[config.mk]
export PLATFORM = sky130hd
export DESIGN_NAME = dsp_mac_pipe_flat
export DESIGN_NICKNAME = d
export VERILOG_FILES = /design/src/rtl/dsp_mac_pipe_if.sv /design/src/rtl/dsp_mac_pipe.sv /design/src/flat_wrapper.sv
export SDC_FILE = /design/constraint.sdc
export NUM_CORES = 2
export LEC_CHECK = 0
export CAP_MARGIN = 5
export CELL_PAD_IN_SITES_DETAIL_PLACEMENT = 0
export CELL_PAD_IN_SITES_GLOBAL_PLACEMENT = 1
export CORE_ASPECT_RATIO = 1.75
export CORE_MARGIN = 5
export CORE_UTILIZATION = 40
export DETAILED_ROUTE_END_ITERATION = 12
export PLACE_DENSITY_LB_ADDON = 0.1
export SYNTH_ARGS = -nofsm -noshare
export SYNTH_HDL_FRONTEND = slang
export SYNTH_SLANG_ARGS = --single-unit
[constraint.sdc]
create_clock -name CLK -period 31.6 [get_ports CLK]
set_clock_uncertainty 0.15 [all_clocks]
set_input_delay 9.48 -clock CLK [delete_from_list [all_inputs] [get_ports CLK]]
set_output_delay 9.48 -clock CLK [all_outputs]
set_load 0.1 [all_outputs]
[src/rtl/dsp_mac_pipe_if.sv]
// Sample-in / result-out bus of dsp_mac_pipe.
// The master drives samples and the result-ready strobe; the slave is the MAC slice.
interface dsp_mac_pipe_if #(
  parameter int AW = 18,
  parameter int BW = 18,
  parameter int PW = 48
) ();
  logic                 IN_VALID;
  logic                 IN_READY;
  logic signed [AW-1:0] A;
  logic signed [BW-1:0] B;
  logic signed [BW-1:0] D;
  logic signed [PW-1:0] C;
  logic [3:0]           OPMODE;
  logic                 OUT_VALID;
  logic                 OUT_READY;
  logic signed [PW-1:0] P;
  logic                 CARRYOUT;
  logic                 OVERFLOW;

  modport master (
    output IN_VALID, A, B, D, C, OPMODE, OUT_READY,
    input  IN_READY, OUT_VALID, P, CARRYOUT, OVERFLOW
  );

  modport slave (
    input  IN_VALID, A, B, D, C, OPMODE, OUT_READY,
    output IN_READY, OUT_VALID, P, CARRYOUT, OVERFLOW
  );
endinterface

[src/rtl/dsp_mac_pipe.sv]
// Pipelined signed MAC slice: pre-adder -> multiplier -> post-adder/accumulator,
// with valid/ready flow control and N-sample dot-product accumulation.
// Optional feature macro: DSP_MAC_SAT_EN (saturate the post-add on signed overflow;
// when undefined the result wraps and OVERFLOW still flags the wrap).
module dsp_mac_pipe #(
  parameter int AW      = 18,
  parameter int BW      = 18,
  parameter int PW      = 48,
  parameter int MREG    = 1,
  parameter int ACC_LEN = 16
) (
  input  logic          CLK,
  input  logic          RSTN,
  dsp_mac_pipe_if.slave bus
);

  localparam int OW = BW + 1;
  localparam int MW = AW + BW + 1;
  localparam int CW = (ACC_LEN > 1) ? $clog2(ACC_LEN) : 1;

`ifdef DSP_MAC_SAT_EN
  // Clamp an overflowed sum toward the sign of the base operand.
  function automatic logic signed [PW-1:0] sat_res(input logic signed [PW-1:0] val,
                                                   input logic ovf, input logic neg);
    if (!ovf) return val;
    return neg ? {1'b1, {(PW-1){1'b0}}} : {1'b0, {(PW-1){1'b1}}};
  endfunction
`endif

  // A stalled result at the output freezes the whole pipe.
  logic out_vld_q;
  logic en;
  assign en           = !(out_vld_q && !bus.OUT_READY);
  assign bus.IN_READY = en;

  // ---- S1: input registers ----
  logic                 vld_p1_q;
  logic signed [AW-1:0] a_p1_q;
  logic signed [BW-1:0] b_p1_q, d_p1_q;
  logic signed [PW-1:0] c_p1_q;
  logic [3:0]           op_p1_q;

  // S1 valid: an accepted sample or a bubble.
  always_ff @(posedge CLK or negedge RSTN) begin
    if (!RSTN)   vld_p1_q <= 1'b0;
    else if (en) vld_p1_q <= bus.IN_VALID;
  end

  // S1 data capture.
  always_ff @(posedge CLK) begin
    if (en) begin
      a_p1_q  <= bus.A;
      b_p1_q  <= bus.B;
      d_p1_q  <= bus.D;
      c_p1_q  <= bus.C;
      op_p1_q <= bus.OPMODE;
    end
  end

  // ---- S2: pre-adder ----
  logic signed [OW-1:0] pre_d;
  logic                 vld_p2_q;
  logic signed [AW-1:0] a_p2_q;
  logic signed [OW-1:0] pre_p2_q;
  logic signed [PW-1:0] c_p2_q;
  logic [3:0]           op_p2_q;

  assign pre_d = op_p1_q[0] ? (op_p1_q[1] ? (OW'(d_p1_q) - OW'(b_p1_q))
                                          : (OW'(d_p1_q) + OW'(b_p1_q)))
                            : OW'(b_p1_q);

  // S2 valid.
  always_ff @(posedge CLK or negedge RSTN) begin
    if (!RSTN)   vld_p2_q <= 1'b0;
    else if (en) vld_p2_q <= vld_p1_q;
  end

  // S2 data: pre-add result travels with A, C and the opmode.
  always_ff @(posedge CLK) begin
    if (en) begin
      a_p2_q   <= a_p1_q;
      pre_p2_q <= pre_d;
      c_p2_q   <= c_p1_q;
      op_p2_q  <= op_p1_q;
    end
  end

  // ---- S3: multiplier (registered or bypassed) ----
  logic signed [MW-1:0] m_d;
  logic signed [MW-1:0] m_s4;
  logic signed [PW-1:0] c_s4;
  logic [3:0]           op_s4;
  logic                 vld_s4;

  assign m_d = MW'(a_p2_q) * MW'(pre_p2_q);

  if (MREG != 0) begin : g_mreg
    logic                 vld_p3_q;
    logic signed [MW-1:0] m_p3_q;
    logic signed [PW-1:0] c_p3_q;
    logic [3:0]           op_p3_q;

    // S3 valid.
    always_ff @(posedge CLK or negedge RSTN) begin
      if (!RSTN)   vld_p3_q <= 1'b0;
      else if (en) vld_p3_q <= vld_p2_q;
    end

    // S3 data: product register.
    always_ff @(posedge CLK) begin
      if (en) begin
        m_p3_q  <= m_d;
        c_p3_q  <= c_p2_q;
        op_p3_q <= op_p2_q;
      end
    end

    assign m_s4   = m_p3_q;
    assign c_s4   = c_p3_q;
    assign op_s4  = op_p3_q;
    assign vld_s4 = vld_p3_q;
  end else begin : g_nomreg
    assign m_s4   = m_d;
    assign c_s4   = c_p2_q;
    assign op_s4  = op_p2_q;
    assign vld_s4 = vld_p2_q;
  end

  // ---- S4: post-adder / accumulator ----
  logic signed [PW-1:0] acc_q;
  logic [CW-1:0]        cnt_q;
  logic signed [PW-1:0] p_q;
  logic                 co_q, ovf_q;

  logic signed [PW-1:0] m_ext, base, addend, wrap_d, res_d;
  logic [PW:0]          sum_u;
  logic                 ovf_d, last_d, emit_d;

  // Post-add: pick the base, add or subtract the product, detect overflow.
  always_comb begin
    m_ext  = PW'(m_s4);
    base   = (op_s4[2] && (cnt_q != '0)) ? acc_q : c_s4;
    addend = op_s4[3] ? -m_ext : m_ext;
    sum_u  = op_s4[3] ? ({1'b0, base} - {1'b0, m_ext})
                      : ({1'b0, base} + {1'b0, m_ext});
    wrap_d = sum_u[PW-1:0];
    ovf_d  = (base[PW-1] == addend[PW-1]) && (wrap_d[PW-1] != base[PW-1]);
`ifdef DSP_MAC_SAT_EN
    res_d  = sat_res(wrap_d, ovf_d, base[PW-1]);
`else
    res_d  = wrap_d;
`endif
    last_d = (cnt_q == CW'(ACC_LEN - 1));
    emit_d = vld_s4 && (!op_s4[2] || last_d);
  end

  // S4 registers: result, flags, accumulator and group counter.
  always_ff @(posedge CLK or negedge RSTN) begin
    if (!RSTN) begin
      out_vld_q <= 1'b0;
      p_q       <= '0;
      co_q      <= 1'b0;
      ovf_q     <= 1'b0;
      acc_q     <= '0;
      cnt_q     <= '0;
    end else if (en) begin
      out_vld_q <= emit_d;
      if (emit_d) begin
        p_q   <= res_d;
        co_q  <= sum_u[PW];
        ovf_q <= ovf_d;
      end
      if (vld_s4) begin
        if (op_s4[2]) begin
          acc_q <= res_d;
          cnt_q <= last_d ? '0 : cnt_q + 1'b1;
        end else begin
          // A plain sample ends any partial group.
          cnt_q <= '0;
        end
      end
    end
  end

  assign bus.OUT_VALID = out_vld_q;
  assign bus.P         = p_q;
  assign bus.CARRYOUT  = co_q;
  assign bus.OVERFLOW  = ovf_q;

endmodule

[src/flat_wrapper.sv]
// flat-port wrapper written by rule: the top's interface ports become plain ports
module dsp_mac_pipe_flat 
#(
  parameter int AW      = 18,
  parameter int BW      = 18,
  parameter int PW      = 48,
  parameter int MREG    = 1,
  parameter int ACC_LEN = 16
)
  (CLK, RSTN, bus_IN_VALID, bus_A, bus_B, bus_D, bus_C, bus_OPMODE, bus_OUT_READY, bus_IN_READY, bus_OUT_VALID, bus_P, bus_CARRYOUT, bus_OVERFLOW);
  dsp_mac_pipe_if #(.AW(AW), .BW(BW), .PW(PW)) bus_i ();
  input  logic CLK;
  input  logic RSTN;
  input wire logic [$bits(bus_i.IN_VALID)-1:0] bus_IN_VALID;
  input wire logic [$bits(bus_i.A)-1:0] bus_A;
  input wire logic [$bits(bus_i.B)-1:0] bus_B;
  input wire logic [$bits(bus_i.D)-1:0] bus_D;
  input wire logic [$bits(bus_i.C)-1:0] bus_C;
  input wire logic [$bits(bus_i.OPMODE)-1:0] bus_OPMODE;
  input wire logic [$bits(bus_i.OUT_READY)-1:0] bus_OUT_READY;
  output wire logic [$bits(bus_i.IN_READY)-1:0] bus_IN_READY;
  output wire logic [$bits(bus_i.OUT_VALID)-1:0] bus_OUT_VALID;
  output wire logic [$bits(bus_i.P)-1:0] bus_P;
  output wire logic [$bits(bus_i.CARRYOUT)-1:0] bus_CARRYOUT;
  output wire logic [$bits(bus_i.OVERFLOW)-1:0] bus_OVERFLOW;
  assign bus_i.IN_VALID = bus_IN_VALID;
  assign bus_i.A = bus_A;
  assign bus_i.B = bus_B;
  assign bus_i.D = bus_D;
  assign bus_i.C = bus_C;
  assign bus_i.OPMODE = bus_OPMODE;
  assign bus_i.OUT_READY = bus_OUT_READY;
  assign bus_IN_READY = bus_i.IN_READY;
  assign bus_OUT_VALID = bus_i.OUT_VALID;
  assign bus_P = bus_i.P;
  assign bus_CARRYOUT = bus_i.CARRYOUT;
  assign bus_OVERFLOW = bus_i.OVERFLOW;
  dsp_mac_pipe #(.AW(AW), .BW(BW), .PW(PW), .MREG(MREG), .ACC_LEN(ACC_LEN)) u_core (.CLK(CLK), .RSTN(RSTN), .bus(bus_i));
endmodule
==> impl_metrics.csv <==
group,metric,value,unit
clock_network,cts_root_buffer,"clkbuf_16",
global_route,antenna_found_initial,0,
die,die_y,375,um
sta,clock.fmax,0.0469,GHz
logic_synthesis,synth_edf_count,280,
global_route,busiest_layer,"met2",
logic_synthesis,synth_area_per_cell,10.8,um^2
die,die_x,219,um
critical_path,critPathSlowestCell,"clkdlybuf4s50_1",
logic_synthesis,post_synth_num_cell_types,79,
critical_path,reg2reg_slack,23960,ps
sta,rsz0062_at_grt,"no",
die,core-area,0.0760,mm^2
logic_synthesis,ys_ff_latch,386,
clock_network,clock_sinks,386,
min_path,holdPathEnd,"u_core.c_p2_q[30]$_DFFE_PN_",
finish,num_antenna_cells,0,
sta,hold_viol_final,0,
outcome,status,"complete, no violations",
critical_path,critPathTopFamily,"buffers and inverters",
min_path,holdPathStages,0,
logic_synthesis,synth_top_area_cell,"edfxtp_1",
sta,setup_viol,0,
clock_network,ctsResizeCount,0,
critical_path,path_class,"in2out",
clock_network,post_cts_buffers,0,
clock_network,clock_latency,570,ps
drt,wire_per_inst,17.6,um
drt,ant_nets,0,
finish,area.growth.synth_to_final,12.7,%
die,rows,134,
critical_path,crit_required,21970,ps
logic_synthesis,synth_warnings,0,
global_route,grt_use_met3,0.0194,
min_path,hold_path_class,"reg2reg",
sta,worst_slew_pin_slew,1100,ps
flow_run,drv_cap,0,
logic_synthesis,yosys-top-cells-area,"edfxtp_1 (28%), fa_1 (23%), dfrtp_1 (8.7%), ha_1 (6.8%), inv_1 (5.5%)",
critical_path,cp_num_buf_inv,2,
finish,nets,3559,
critical_path,worstSetupEndpointType,"output pin",
critical_path,cp.arrival,11700,ps
drt,drc,0,
drt,drtPass1Iterations,5,
critical_path,max_stage_delay,1320,ps
global_route,met1_usage,0.197,
place,hpwl,55.9,mm
critical_path,crit_top_cell,"clkdlybuf4s50_1",
critical_path,r2r_start,"u_core.a_p2_q[17]$_DFFE_PN_",
drt,drt_iter0_markers,849,
clock_network,hold_buffers,0,
die,dieArea,0.0819,mm^2
drt,dr_total_vias,19700,
place,place_congestion,0.831,
global_route,grt_pass1_vias,22100,
logic_synthesis,syn_nets,3447,
drt,viasPerCell,4.94,
logic_synthesis,synth_area,0.0304,mm^2
sta,fin_tns_setup,0,ps
min_path,holdCritStartpoint,"u_core.c_p1_q[30]$_DFFE_PN_",
critical_path,path_cells,"clkdlybuf4s50_1 -> nand2b_4 -> clkdlybuf4s50_1",
logic_synthesis,synthCells,2825,
global_route,grt_pass1_wl,116,mm
global_route,grt_max_degree,105,
die,start_util,0.401,
drt,routed_wl,70.0,mm
global_route,globalRouteOverflowTotal,0,
sta,maxSlewViolCount,0,
sta,finalCritPeriodShare,0.675,
clock_network,cts.clk_slew.worst_paths,60,ps
clock_network,cts_tree,"built",
logic_synthesis,ys.flop_type,"edfxtp_1",
place,io_buffers,161,
logic_synthesis,synth_seq_area_share,0.363,
critical_path,startpoint_type,"input port",
critical_path,r2r_end,"u_core.g_mreg.m_p3_q[33]$_DFFE_PN_",
sta,period_needed,21330,ps
logic_synthesis,async_flop_share,0.275,
clock_network,clk_path_buf_depth,3,
sta,slew_headroom,0.267,
die,ios,162,
critical_path,cp_max_fo,32,
global_route,met2_usage,0.346,
logic_synthesis,yosysTopAreaCellShare,0.276,
global_route,grt_usage,0.176,
finish,drive_above_1_share,0.0536,
clock_network,cts_max_level,2,
critical_path,reg2reg_depth,21,
clock_network,numCtsBuffers,39,
placed cells by master, fill, tap and decap left out, types with 21 or more instances in the layout:
cell type	n
clkdlybuf4s50_1	160
and2_1	182
nor3_1	34
xor2_1	39
nand2_1	301
inv_1	444
a21oi_1	119
ha_1	165
clkbuf_16	39
dfrtp_1	106
a21o_1	42
edfxtp_1	280
o21ai_0	126
fa_1	347
nor2_1	99
xnor2_1	110
mux2_2	63
nor2b_1	21
cells in the mapped netlist (6+ instances only):
| cell type | instances |
|---|---|
| nand4_1 | 17 |
| nand3_1 | 21 |
| nor4_1 | 11 |
| nor2_1 | 99 |
| mux2i_1 | 6 |
| o21ai_0 | 126 |
| clkbuf_1 | 96 |
| nor3_1 | 34 |
| inv_1 | 444 |
| o21a_1 | 13 |
| ha_1 | 165 |
| a21o_1 | 42 |
| o31ai_1 | 6 |
| nand2b_1 | 19 |
| a31oi_1 | 13 |
| o21ai_1 | 16 |
| xor2_1 | 39 |
| nand2_1 | 302 |
| o21bai_1 | 12 |
| nor2b_1 | 21 |
| and2_1 | 182 |
| dfrtp_1 | 106 |
| fa_1 | 347 |
| edfxtp_1 | 280 |
| xnor2_1 | 110 |
| a211oi_1 | 9 |
| or3_1 | 8 |
| mux2_2 | 63 |
| a21oi_1 | 119 |
| and3_1 | 9 |
cell families (layout without fill, tap and decap cells):
group	Yosys count	after routing	synth area share
compound gates	406	406	0.0818
simple gates	757	757	0.123
xor+xnor	149	149	0.0429
fa+ha+maj	512	512	0.296
flops	386	386	0.363
mux	70	70	0.0256
buf+inv	545	686	0.0672
sequential cells by signal (all words and copies together), names as in the netlist:
name	cells
u_core.acc_q	48
u_core.bus.P	48
u_core.c_p1_q	48
u_core.c_p2_q	48
u_core.c_s4	48
u_core.g_mreg.m_p3_q	37
u_core.pre_p2_q	19
u_core.a_p1_q	18
u_core.a_p2_q	18
u_core.b_p1_q	18
u_core.d_p1_q	18
u_core.cnt_q	4
u_core.op_p1_q	4
u_core.g_mreg.op_p3_q	2
u_core.op_p2_q	2
u_core.bus.CARRYOUT	1
u_core.bus.OUT_VALID	1
u_core.bus.OVERFLOW	1
u_core.g_mreg.vld_p3_q	1
u_core.vld_p1_q	1
u_core.vld_p2_q	1
final cells by class:
cell class | instances | area, um^2
fill | 7222 | 41600
multi-input combinational | 1894 | 17400
sequential | 386 | 11100
timing repair buffer | 171 | 1680
inverter | 445 | 1670
tap | 1020 | 1280
clock buffer | 43 | 991
clock inverter | 27 | 274
how the worst max path moves through the flow:
stage / slack (ps) / end / from / depth (start not counted)
2_1_floorplan: 3890 / bus_IN_READY / bus_OUT_READY / 2
3_3_place_gp: 10200 / bus_IN_READY / bus_OUT_READY / 3
3_5_place_dp: 10190 / bus_IN_READY / bus_OUT_READY / 3
4_1_cts: 10190 / bus_IN_READY / bus_OUT_READY / 3
5_1_grt: 10120 / bus_IN_READY / bus_OUT_READY / 3
6_report: 10270 / bus_IN_READY / bus_OUT_READY / 3
through the flow:
stage	utilization	hold slack [ps]	instances	cell area (um^2)	setup slack, ps
floorplan	-	250	2825	30400	3890
detailed placement	0.435	255	3916	33100	10190
global placement	0.435	252	3916	33100	10200
finish	0.452	266	3986	34300	10270
CTS	0.452	268	3986	34300	10190
global route	0.452	263	3986	34300	10120
layer usage:
| metal | vias up | part of all wire |
|---|---|---|
| li1 | 9434 | - |
| met2 | 310 | 0.56 |
| met1 | 9838 | 0.38 |
| met5 | - | 0 |
| met3 | 111 | 0.029 |
| met4 | 0 | 0.027 |
Power is left out: the tool's default activity adds up to more than one toggle a clock period on the data nets, which glitch-free logic cannot reach.
